<file path="src/rtl/ram_pkg.sv">
// Shared definitions for the RAM read/write agents.
package ram_pkg;
  localparam int RAM_ADDR_W = 8;
  localparam int RAM_DATA_W = 32;

  typedef enum logic [1:0] {IDLE, READ, DRAIN} rd_state_t;
endpackage

</file>
<file path="src/rtl/stream_fifo2.sv">
// 2-entry synchronous FIFO; head entry is always in mem0 so it can drive a port directly.
module stream_fifo2 #(
  parameter int DATA_W = 32
) (
  input  logic              Clk,
  input  logic              Reset,
  input  logic              Push,
  input  logic [DATA_W-1:0] Din,
  input  logic              Pop,
  output logic              Full,
  output logic              Empty,
  output logic [DATA_W-1:0] Head
);
  logic [1:0]        cnt;
  logic [DATA_W-1:0] mem0, mem1;
  logic              pop_ok, push_ok;

  assign Full    = (cnt == 2'd2);
  assign Empty   = (cnt == 2'd0);
  assign Head    = mem0;
  assign pop_ok  = Pop & ~Empty;
  assign push_ok = Push & (~Full | pop_ok);

  always_ff @(posedge Clk or posedge Reset) begin
    if (Reset) begin
      cnt  <= 2'd0;
      mem0 <= '0;
      mem1 <= '0;
    end else begin
      case ({push_ok, pop_ok})
        2'b10: begin
          if (Empty) mem0 <= Din;
          else       mem1 <= Din;
          cnt <= cnt + 2'd1;
        end
        2'b01: begin
          mem0 <= mem1;
          cnt  <= cnt - 2'd1;
        end
        2'b11: begin
          // occupancy unchanged; head advances and new word lands behind it
          if (Full) begin
            mem0 <= mem1;
            mem1 <= Din;
          end else begin
            mem0 <= Din;
          end
        end
        default: ;
      endcase
    end
  end
endmodule

</file>
<file path="src/rtl/ram_stream_reader.sv">
// Walks base/stride/count through the RAM read port and streams the words out valid/ready.
module ram_stream_reader
  import ram_pkg::*;
#(
  parameter int ADDR_W = RAM_ADDR_W,
  parameter int DATA_W = RAM_DATA_W
) (
  input  logic              Clk,
  input  logic              Reset,
  input  logic              Start,
  input  logic [ADDR_W-1:0] BaseAddr,
  input  logic [ADDR_W-1:0] Stride,
  input  logic [ADDR_W:0]   Count,
  output logic [ADDR_W-1:0] OutSel,
  input  logic [DATA_W-1:0] RamData,
  output logic [DATA_W-1:0] OutData,
  output logic              OutValid,
  input  logic              OutReady,
  output logic              Busy,
  output logic              Done
);
  rd_state_t         state, nstate;
  logic [ADDR_W-1:0] addr, stride_q;
  logic [ADDR_W:0]   remaining;
  logic              done_q;
  logic              push, pop, full, empty;

  localparam logic [ADDR_W:0] ONE = {{ADDR_W{1'b0}}, 1'b1};

  assign pop      = OutValid & OutReady;
  assign OutValid = ~empty;
  assign OutSel   = addr;
  assign Busy     = (state != IDLE);
  assign Done     = done_q;

  stream_fifo2 #(.DATA_W(DATA_W)) u_fifo (
    .Clk   (Clk),
    .Reset (Reset),
    .Push  (push),
    .Din   (RamData),
    .Pop   (pop),
    .Full  (full),
    .Empty (empty),
    .Head  (OutData)
  );

  always_comb begin
    nstate = state;
    push   = 1'b0;
    case (state)
      IDLE:  if (Start) nstate = (Count == '0) ? DRAIN : READ;
      READ: begin
        // a full buffer still accepts a word on the edge it gives one up
        push = ~full | pop;
        if (push && remaining == ONE) nstate = DRAIN;
      end
      DRAIN: if (empty) nstate = IDLE;
      default: nstate = IDLE;
    endcase
  end

  always_ff @(posedge Clk or posedge Reset) begin
    if (Reset) begin
      state     <= IDLE;
      addr      <= '0;
      stride_q  <= '0;
      remaining <= '0;
      done_q    <= 1'b0;
    end else begin
      state  <= nstate;
      done_q <= (state == DRAIN) && empty;
      if (state == IDLE && Start) begin
        addr      <= BaseAddr;
        stride_q  <= Stride;
        remaining <= Count;
      end else if (state == READ && push) begin
        addr      <= addr + stride_q;
        remaining <= remaining - ONE;
      end
    end
  end
endmodule

</file>
<file path="config.mk">
export PLATFORM = sky130hd
export DESIGN_NAME = ram_stream_reader
export DESIGN_NICKNAME = d
export VERILOG_FILES = /design/src/rtl/ram_pkg.sv /design/src/rtl/stream_fifo2.sv /design/src/rtl/ram_stream_reader.sv
export SDC_FILE = /design/constraint.sdc
export NUM_CORES = 1
export LEC_CHECK = 0
export CAP_MARGIN = 10
export CELL_PAD_IN_SITES_DETAIL_PLACEMENT = 0
export CELL_PAD_IN_SITES_GLOBAL_PLACEMENT = 1
export CORE_MARGIN = 4
export CORE_UTILIZATION = 49
export DETAILED_ROUTE_END_ITERATION = 12
export DONT_BUFFER_PORTS = 1
export HOLD_SLACK_MARGIN = 0.12
export PLACE_DENSITY = 0.75
export RECOVER_POWER = 100
export SYNTH_ARGS = -nofsm -noshare
export SYNTH_HDL_FRONTEND = slang
export SYNTH_SLANG_ARGS = --single-unit
export TNS_END_PERCENT = 100
</file>
<file path="constraint.sdc">
create_clock -name Clk -period 3.8 [get_ports Clk]
set_clock_uncertainty 0.1 [all_clocks]
set_input_delay 0.38 -clock Clk [delete_from_list [all_inputs] [get_ports Clk]]
set_output_delay 0.38 -clock Clk [all_outputs]
set_load 0.01 [all_outputs]
</file>
==> results of run 1 <==
stage by stage:
stage                     setup slack [ns]  utilization, %  total power, mW  instances
after floorplan                      0.871               -             3.43        412
final                                0.688            59.3             4.34        577
after global placement                1.01            51.0             3.71        503
after CTS                            0.902            59.7             4.44        577
after detailed placement             0.933            51.0             3.76        503
after global routing                 0.451            59.3             4.73        577
timing repair:
item | 4_1_cts | 5_1_grt
hold buffers | 58 | 0
buffers inserted | 0 | 0
endpoints found under the hold margin | 146 | 0
cells by family after synthesis:
| logic type | after synthesis | synth area share, % |
|---|---|---|
| DFF | 94 | 53.3 |
| adders and majority gates | 13 | 3.86 |
| muxes | 33 | 8.39 |
| AOI/OAI and AO/OA | 114 | 16.5 |
| and+or+nand+nor | 116 | 12.5 |
| buffers and inverters | 34 | 3.86 |
| xor gates and xnor gates | 8 | 1.59 |
sequential cells by signal, indices dropped and copies added, names as in the netlist:
name	count
u_fifo.Head	32
stride_q	8
state	2
OutSel	8
u_fifo.mem1	32
u_fifo.cnt	2
Done	1
remaining	9
cell type report:
cell class,instances,area (um^2),area share (%)
Sequential cell,94,2350,45.3
Multi-Input combinational cell,284,1870,36.0
Timing Repair Buffer,63,612,11.8
Tap cell,108,135,2.60
Clock buffer,9,124,2.38
Clock inverter,7,58.8,1.13
Inverter,12,45.0,0.867
cell usage after synthesis, types with 2 or more instances:
library cell / n
sky130_fd_sc_hd__dfrtp_1: 94
sky130_fd_sc_hd__nand2_1: 66
sky130_fd_sc_hd__a22oi_1: 36
sky130_fd_sc_hd__o21ai_1: 36
sky130_fd_sc_hd__mux2_2: 31
sky130_fd_sc_hd__o21ai_0: 15
sky130_fd_sc_hd__ha_1: 12
sky130_fd_sc_hd__nor2_1: 12
sky130_fd_sc_hd__a21oi_1: 10
sky130_fd_sc_hd__buf_2: 10
sky130_fd_sc_hd__inv_1: 10
sky130_fd_sc_hd__nand3_1: 8
sky130_fd_sc_hd__buf_4: 6
sky130_fd_sc_hd__nor2b_1: 6
sky130_fd_sc_hd__clkbuf_1: 5
sky130_fd_sc_hd__xnor2_1: 5
sky130_fd_sc_hd__nor3_1: 4
sky130_fd_sc_hd__a221o_1: 3
sky130_fd_sc_hd__o211ai_1: 3
sky130_fd_sc_hd__xor2_1: 3
sky130_fd_sc_hd__a31oi_1: 2
sky130_fd_sc_hd__inv_2: 2
sky130_fd_sc_hd__nand2b_1: 2
sky130_fd_sc_hd__nand4_1: 2
sky130_fd_sc_hd__nor2_2: 2
sky130_fd_sc_hd__nor4_1: 2
power by group:
part           switching [mW]  internal (mW)
clock network           0.374          0.247
logic                   0.986          0.831
registers               0.409           1.49
metal layers:
metal  share of wire (%)  global-route usage [%]  vias to the layer above
met5                   0                       0                        -
met4                 1.5                    5.78                        0
met3                 6.3                    4.19                       15
met2                  47                    32.1                       91
met1                  45                    24.0                     1551
li1                    -                       -                     1557
worst max path at each step:
stage,from,endpoint,slack (ns),cells past startpoint
2_1_floorplan,Reset,Done,0.87,1
3_3_place_gp,u_fifo.cnt[0],u_fifo.mem1[6],1.01,8
3_5_place_dp,u_fifo.cnt[0],u_fifo.mem1[22],0.93,8
4_1_cts,u_fifo.cnt[0],u_fifo.mem1[31],0.90,8
5_1_grt,u_fifo.cnt[0],u_fifo.Head[24],0.45,9
6_report,u_fifo.cnt[0],u_fifo.Head[10],0.69,9
==> reports/results.md, run 1 <==
- starting density of the core: 50.4%
- Synth-to-Final Area Change: 17.7%
- proportion of synthesized flip-flops having asynchronous set or reset: 100%
- run status: finished, violations left
- crit-path cells: or3b_1 > nand2_4 > inv_1 > ha_1 > a21oi_1 > nand2_1 > clkbuf_2 > a22oi_1 > o21ai_0
- clock tree from TritonCTS: yes
- worst-margin pin slew: 1.91 ns
- initial DRC count: 97
- Port Buffer Count: 0
- type of the setup path with the least slack: register to register
- height of the chip: 103 um
- total die area: 10600 um^2
- Filler cells: 755
- startpoint kind of the worst setup timing path: register
- Inserted Clock Buffers: 9
- Total GRT Usage: 18.9%
- Top-Level Pins: 104
- Endpoint, Worst Hold: state[0]
- 1st-pass router iterations: 4
- share of the synthesized area in the top cell type: 53.3%
- post-route antenna net violation count: 0
- number of unique standard cell types used by synthesis: 51
- total of warnings raised by yosys: 0
- unrepaired setup endpoints after global routing: false
- synthesis-stage register bit count: 94
- worst-case register-to-register setup slack: 0.69 ns
- Hold Fails Final Rpt: 0
- share of the cycle needed by the critical path after routing: 81.9%
- slowest stage cell on the critical path: sky130_fd_sc_hd__dfrtp_1
- share of final-layout standard cells stronger than drive strength 1: 12.6%
- Final setup violation count: 0
- Post-Synthesis Net Count: 486
- final max-slew violation count: 101
- crit-path leading delay family: simple AND/OR/NAND/NOR gates
- Max VDD drop: 404 uV
- max cap viols: 2
- most common flop cell mapped by yosys: sky130_fd_sc_hd__dfrtp_1
- capture instance of the worst register-to-register path: u_fifo.Head[10]
- Period minus WS final: 3.11 ns
- number of sinks handled by clock tree synthesis: 94
- leakage power of the design: 2.23 nW
- number of DRC violations after detailed routing: 0
- CTS clk-pin slew, worst paths: 0.10 ns
- buffer cell driving the clock tree root: sky130_fd_sc_hd__clkbuf_8
- commonest non-fill, non-tap cells in the layout: sky130_fd_sc_hd__dfrtp_1 (94), sky130_fd_sc_hd__nand2_1 (66), sky130_fd_sc_hd__dlygate4sd3_1 (58)
- H-Tree Depth: 3
- final design area excluding fillers: 5200 um^2
- number of flops mapped to enable cells by yosys: 0
- via count of the first global-routing pass: 3374
- ANT cells: 0
- maximum number of pins on one net before global-route repair: 74
- critical-path maximum fanout: 32
- area inside the core boundary: 8760 um^2
- share of synthesized area occupied by flip-flops and latches: 53.3%
- clock insertion delay at the later pin of the skew report: 0.35 ns
- area of placed instances: 4470 um^2
- hold_ws: 0.113 ns
- chip width: 103 um
- total negative slack: 0 ns
- per-cell routed wire length: 16.5 um
- worst min-delay path startpoint: Start
- Final GP Congestion: 0.798
- ratio of total power to cell area: 834 nW/um^2
- required time at the endpoint of the critical path: 3.91 ns
- Netlist Area Pre-Place: 4410 um^2
- Yosys top cell by area: sky130_fd_sc_hd__dfrtp_1
- average via count per standard cell: 5.57
- number of cells upsized or downsized after cts: 0
- number of buffers and inverters on the critical path: 2
- largest stage delay on the critical path: 0.46 ns
- worst slew margin relative to its limit: -28.0%
- reg-to-reg critical path startpoint: u_fifo.cnt[0]
- number of nets in the finished design: 538
- number of standard cells after synthesis: 412
- cells taking the most area after synthesis: sky130_fd_sc_hd__dfrtp_1 (53%), sky130_fd_sc_hd__mux2_2 (7.9%), sky130_fd_sc_hd__a22oi_1 (6.1%)
- most frequent standard cell in the layout excluding fill and tap cells: sky130_fd_sc_hd__dfrtp_1
- first-pass GRT wire length: 15900 um
- failing checks: max-capacitance violations, max-slew violations
- Avg Cell Area, Syn: 10.7 um^2
- critical path endpoint category: register
- global-route congestion overflow total: 0
- number of cells on the worst reg-to-reg path: 9
- highest clock rate: 321 MHz
- final routed wirelength across all metal layers: 9490 um
- post-detailed-placement half-perimeter wirelength: 6090 um
- data arrival at the endpoint of the critical path: 3.23 ns
- maximum count of clock buffers along a single path: 2
- initial antenna violation count: 0
- number of cells on the worst hold path: 2
- via count: 3214
- Rows: 34
- worst min-delay path class: primary input to register
No activity file was read; power rests on OpenSTA's default activity.
==> inputs of run 2 (changes only) <==
Settings changed: ABC_AREA from default to 1, CORE_UTILIZATION 49 to 42, PLACE_DENSITY 0.75 to 0.72.
Clock period 3.8 ns to 2.8 ns, I/O delays scaled along.
==> reports/results.md, run 2 <==
- run status: finished clean
- number of flops mapped to enable cells by yosys: 0
- hold_ws: 0.140 ns
- met2 Resource Use GR: 30.1%
- height of the chip: 116 um
- H-Tree Depth: 3
- area of placed instances: 4940 um^2
- share of the synthesized area in the top cell type: 48.4%
- data arrival at the endpoint of the critical path: 2.59 ns
- maximum number of pins on one net before global-route repair: 77
- leakage power of the design: 2.73 nW
- global-route congestion overflow total: 0
- Hold Fails Final Rpt: 0
- worst-margin pin slew: 1.07 ns
- number of cells upsized or downsized after cts: 0
- power consumption: 6.53 mW
- Final setup violation count: 0
- average via count per standard cell: 4.87
- count of placed standard cells including taps: 723
- worst slew margin relative to its limit: 28.6%
- peak-usage layer in the global routing report: met2
- max cap viols: 0
- Final GP Congestion: 0.791
- share of the core filled with cells: 50.6%
- share of final-layout standard cells stronger than drive strength 1: 6.58%
- post-placement setup slack: 0.426 ns
- Post-Synthesis Net Count: 672
- per-cell routed wire length: 14.1 um
- chip width: 116 um
- most frequent cells after synthesis: sky130_fd_sc_hd__nand2_1 (116), sky130_fd_sc_hd__dfrtp_1 (94), sky130_fd_sc_hd__inv_1 (93), sky130_fd_sc_hd__nand3_1 (50), sky130_fd_sc_hd__nor2_1 (49)
- number of unique standard cell types used by synthesis: 35
- Max VDD drop: 526 uV
- final design area excluding fillers: 5750 um^2
- type of the setup path with the least slack: register to register
- 1st-pass router iterations: 4
- Synth-to-Final Area Change: 18.5%
- total die area: 13300 um^2
- number of sinks handled by clock tree synthesis: 94
- proportion of synthesized flip-flops having asynchronous set or reset: 100%
- ratio of total power to cell area: 1130 nW/um^2
- ANT cells: 0
- smallest setup slack after layout: 0.371 ns
- Yosys top cell by area: sky130_fd_sc_hd__dfrtp_1
- most used standard cell by instance count after synthesis: sky130_fd_sc_hd__nand2_1
- area inside the core boundary: 11400 um^2
- cells taking the most area after synthesis: sky130_fd_sc_hd__dfrtp_1 (48%), sky130_fd_sc_hd__nand2_1 (9.0%), sky130_fd_sc_hd__inv_1 (7.2%)
- number of setup buffers added after CTS: 0
- most common flop cell mapped by yosys: sky130_fd_sc_hd__dfrtp_1
- total of warnings raised by yosys: 0
- met3 capacity usage during global routing: 4.70%
- highest clock rate: 412 MHz
- clock tree from TritonCTS: yes
- non-filler cells, final: 796
- Rows: 39
- share of synthesized area occupied by flip-flops and latches: 48.4%
- clock insertion delay at the later pin of the skew report: 0.34 ns
- Period minus WS final: 2.43 ns
- routing usage on met1: 22.1%
- Netlist Area Pre-Place: 4860 um^2
- via count of the first global-routing pass: 4025
- CTS clk-pin slew, worst paths: 0.07 ns
- Top-Level Pins: 104
- Total GRT Usage: 17.8%
- share of the cycle needed by the critical path after routing: 86.7%
- maximum count of clock buffers along a single path: 2
- final max-slew violation count: 0
- first-pass GRT wire length: 19000 um
- initial DRC count: 191
- number of nets in the finished design: 722
- post-route antenna net violation count: 0
- via count: 3876
- worst min-delay path class: primary input to register
- total negative slack: 0 ns
- post-detailed-placement half-perimeter wirelength: 7420 um
- commonest non-fill, non-tap cells in the layout: sky130_fd_sc_hd__nand2_1 (118), sky130_fd_sc_hd__dfrtp_1 (94), sky130_fd_sc_hd__inv_1 (93)
- final routed wirelength across all metal layers: 11200 um
- number of DRC violations after detailed routing: 0
- starting density of the core: 42.7%
- number of standard cells after synthesis: 598
- Avg Cell Area, Syn: 8.12 um^2
- critical-path maximum fanout: 48
- most frequent standard cell in the layout excluding fill and tap cells: sky130_fd_sc_hd__nand2_1
- buffer cell driving the clock tree root: sky130_fd_sc_hd__clkbuf_16
- Port Buffer Count: 0
- startpoint kind of the worst setup timing path: register
- synthesis-stage register bit count: 94
- critical path endpoint category: register
- unrepaired setup endpoints after global routing: false
- required time at the endpoint of the critical path: 2.96 ns
- Inserted Clock Buffers: 9
- initial antenna violation count: 0
## run 2: cell count changes after synthesis, moves of 13 or more
cell / previous run / this run
sky130_fd_sc_hd__o21ai_0: 15 / 28
sky130_fd_sc_hd__nand2_1: 66 / 116
sky130_fd_sc_hd__a21oi_1: 10 / 40
sky130_fd_sc_hd__nor2_1: 12 / 49
sky130_fd_sc_hd__inv_1: 10 / 93
sky130_fd_sc_hd__mux2_2: 31 / 0
sky130_fd_sc_hd__nand3_1: 8 / 50
sky130_fd_sc_hd__a22oi_1: 36 / 0
## run 2: logic make-up (layout without fill, tap and decap cells)
| family | Yosys count | after routing | synth area share (%) |
|---|---|---|---|
| flops | 94 | 94 | 48.4 |
| fa+ha+maj | 13 | 13 | 3.50 |
| buf+inv | 123 | 178 | 11.3 |
| xor+xnor | 10 | 10 | 1.80 |
| compound gates | 125 | 125 | 14.5 |
| simple gates | 233 | 233 | 20.4 |
## run 2: what timing repair did
action,CTS,global route
hold buffers,57,0
hold endpoints to repair,88,0
endpoints found under the setup margin,0,0
## run 2: metal layers
layer  up-vias  part of all wire, %
met5         -                    0
met4         0                  1.5
met3        10                  6.3
met2        85                   47
met1      1782                   45
li1       1999                    -
## run 2: power breakdown
part	internal, mW	switching, mW
clock network	0.605	0.536
registers	2.02	0.564
logic	1.04	1.76
total	3.67	2.86
## run 2: final timing paths
| kind | start | slack, ns | end | depth (start not counted) |
|---|---|---|---|---|
| setup / recovery | u_fifo.cnt[0] | 0.37 | u_fifo.mem1[13] | 10 |
| hold / removal | Start | 0.14 | state[0] | 4 |
| setup reg to reg | u_fifo.cnt[0] | 0.37 | u_fifo.mem1[13] | 10 |
| hold reg to reg | stride_q[2] | 0.38 | stride_q[2] | 2 |
| max in group asynchronous | Reset | 0.61 | u_fifo.mem1[2] | 3 |
| min in group asynchronous | Reset | 0.43 | Done | 2 |
## run 2: area by class of cell
class / count / area, um^2
Clock buffer: 9 / 225
Clock inverter: 7 / 50.0
Fill cell: 1119 / 5620
Inverter: 97 / 370
Multi-Input combinational cell: 381 / 1940
Sequential cell: 94 / 2350
Tap cell: 143 / 179
Timing Repair Buffer: 65 / 639
## run 2: worst max-delay path, cell delays in order, from the launching register on
cell,delay (ns)
sky130_fd_sc_hd__dfrtp_1,0.47
sky130_fd_sc_hd__nor2_1,0.19
sky130_fd_sc_hd__nand2_1,0.10
sky130_fd_sc_hd__nand2_1,0.19
sky130_fd_sc_hd__inv_1,0.13
sky130_fd_sc_hd__ha_1,0.26
sky130_fd_sc_hd__nand3b_1,0.19
sky130_fd_sc_hd__nand2_2,0.27
sky130_fd_sc_hd__buf_12,0.25
sky130_fd_sc_hd__nor2_1,0.06
sky130_fd_sc_hd__a21oi_1,0.12
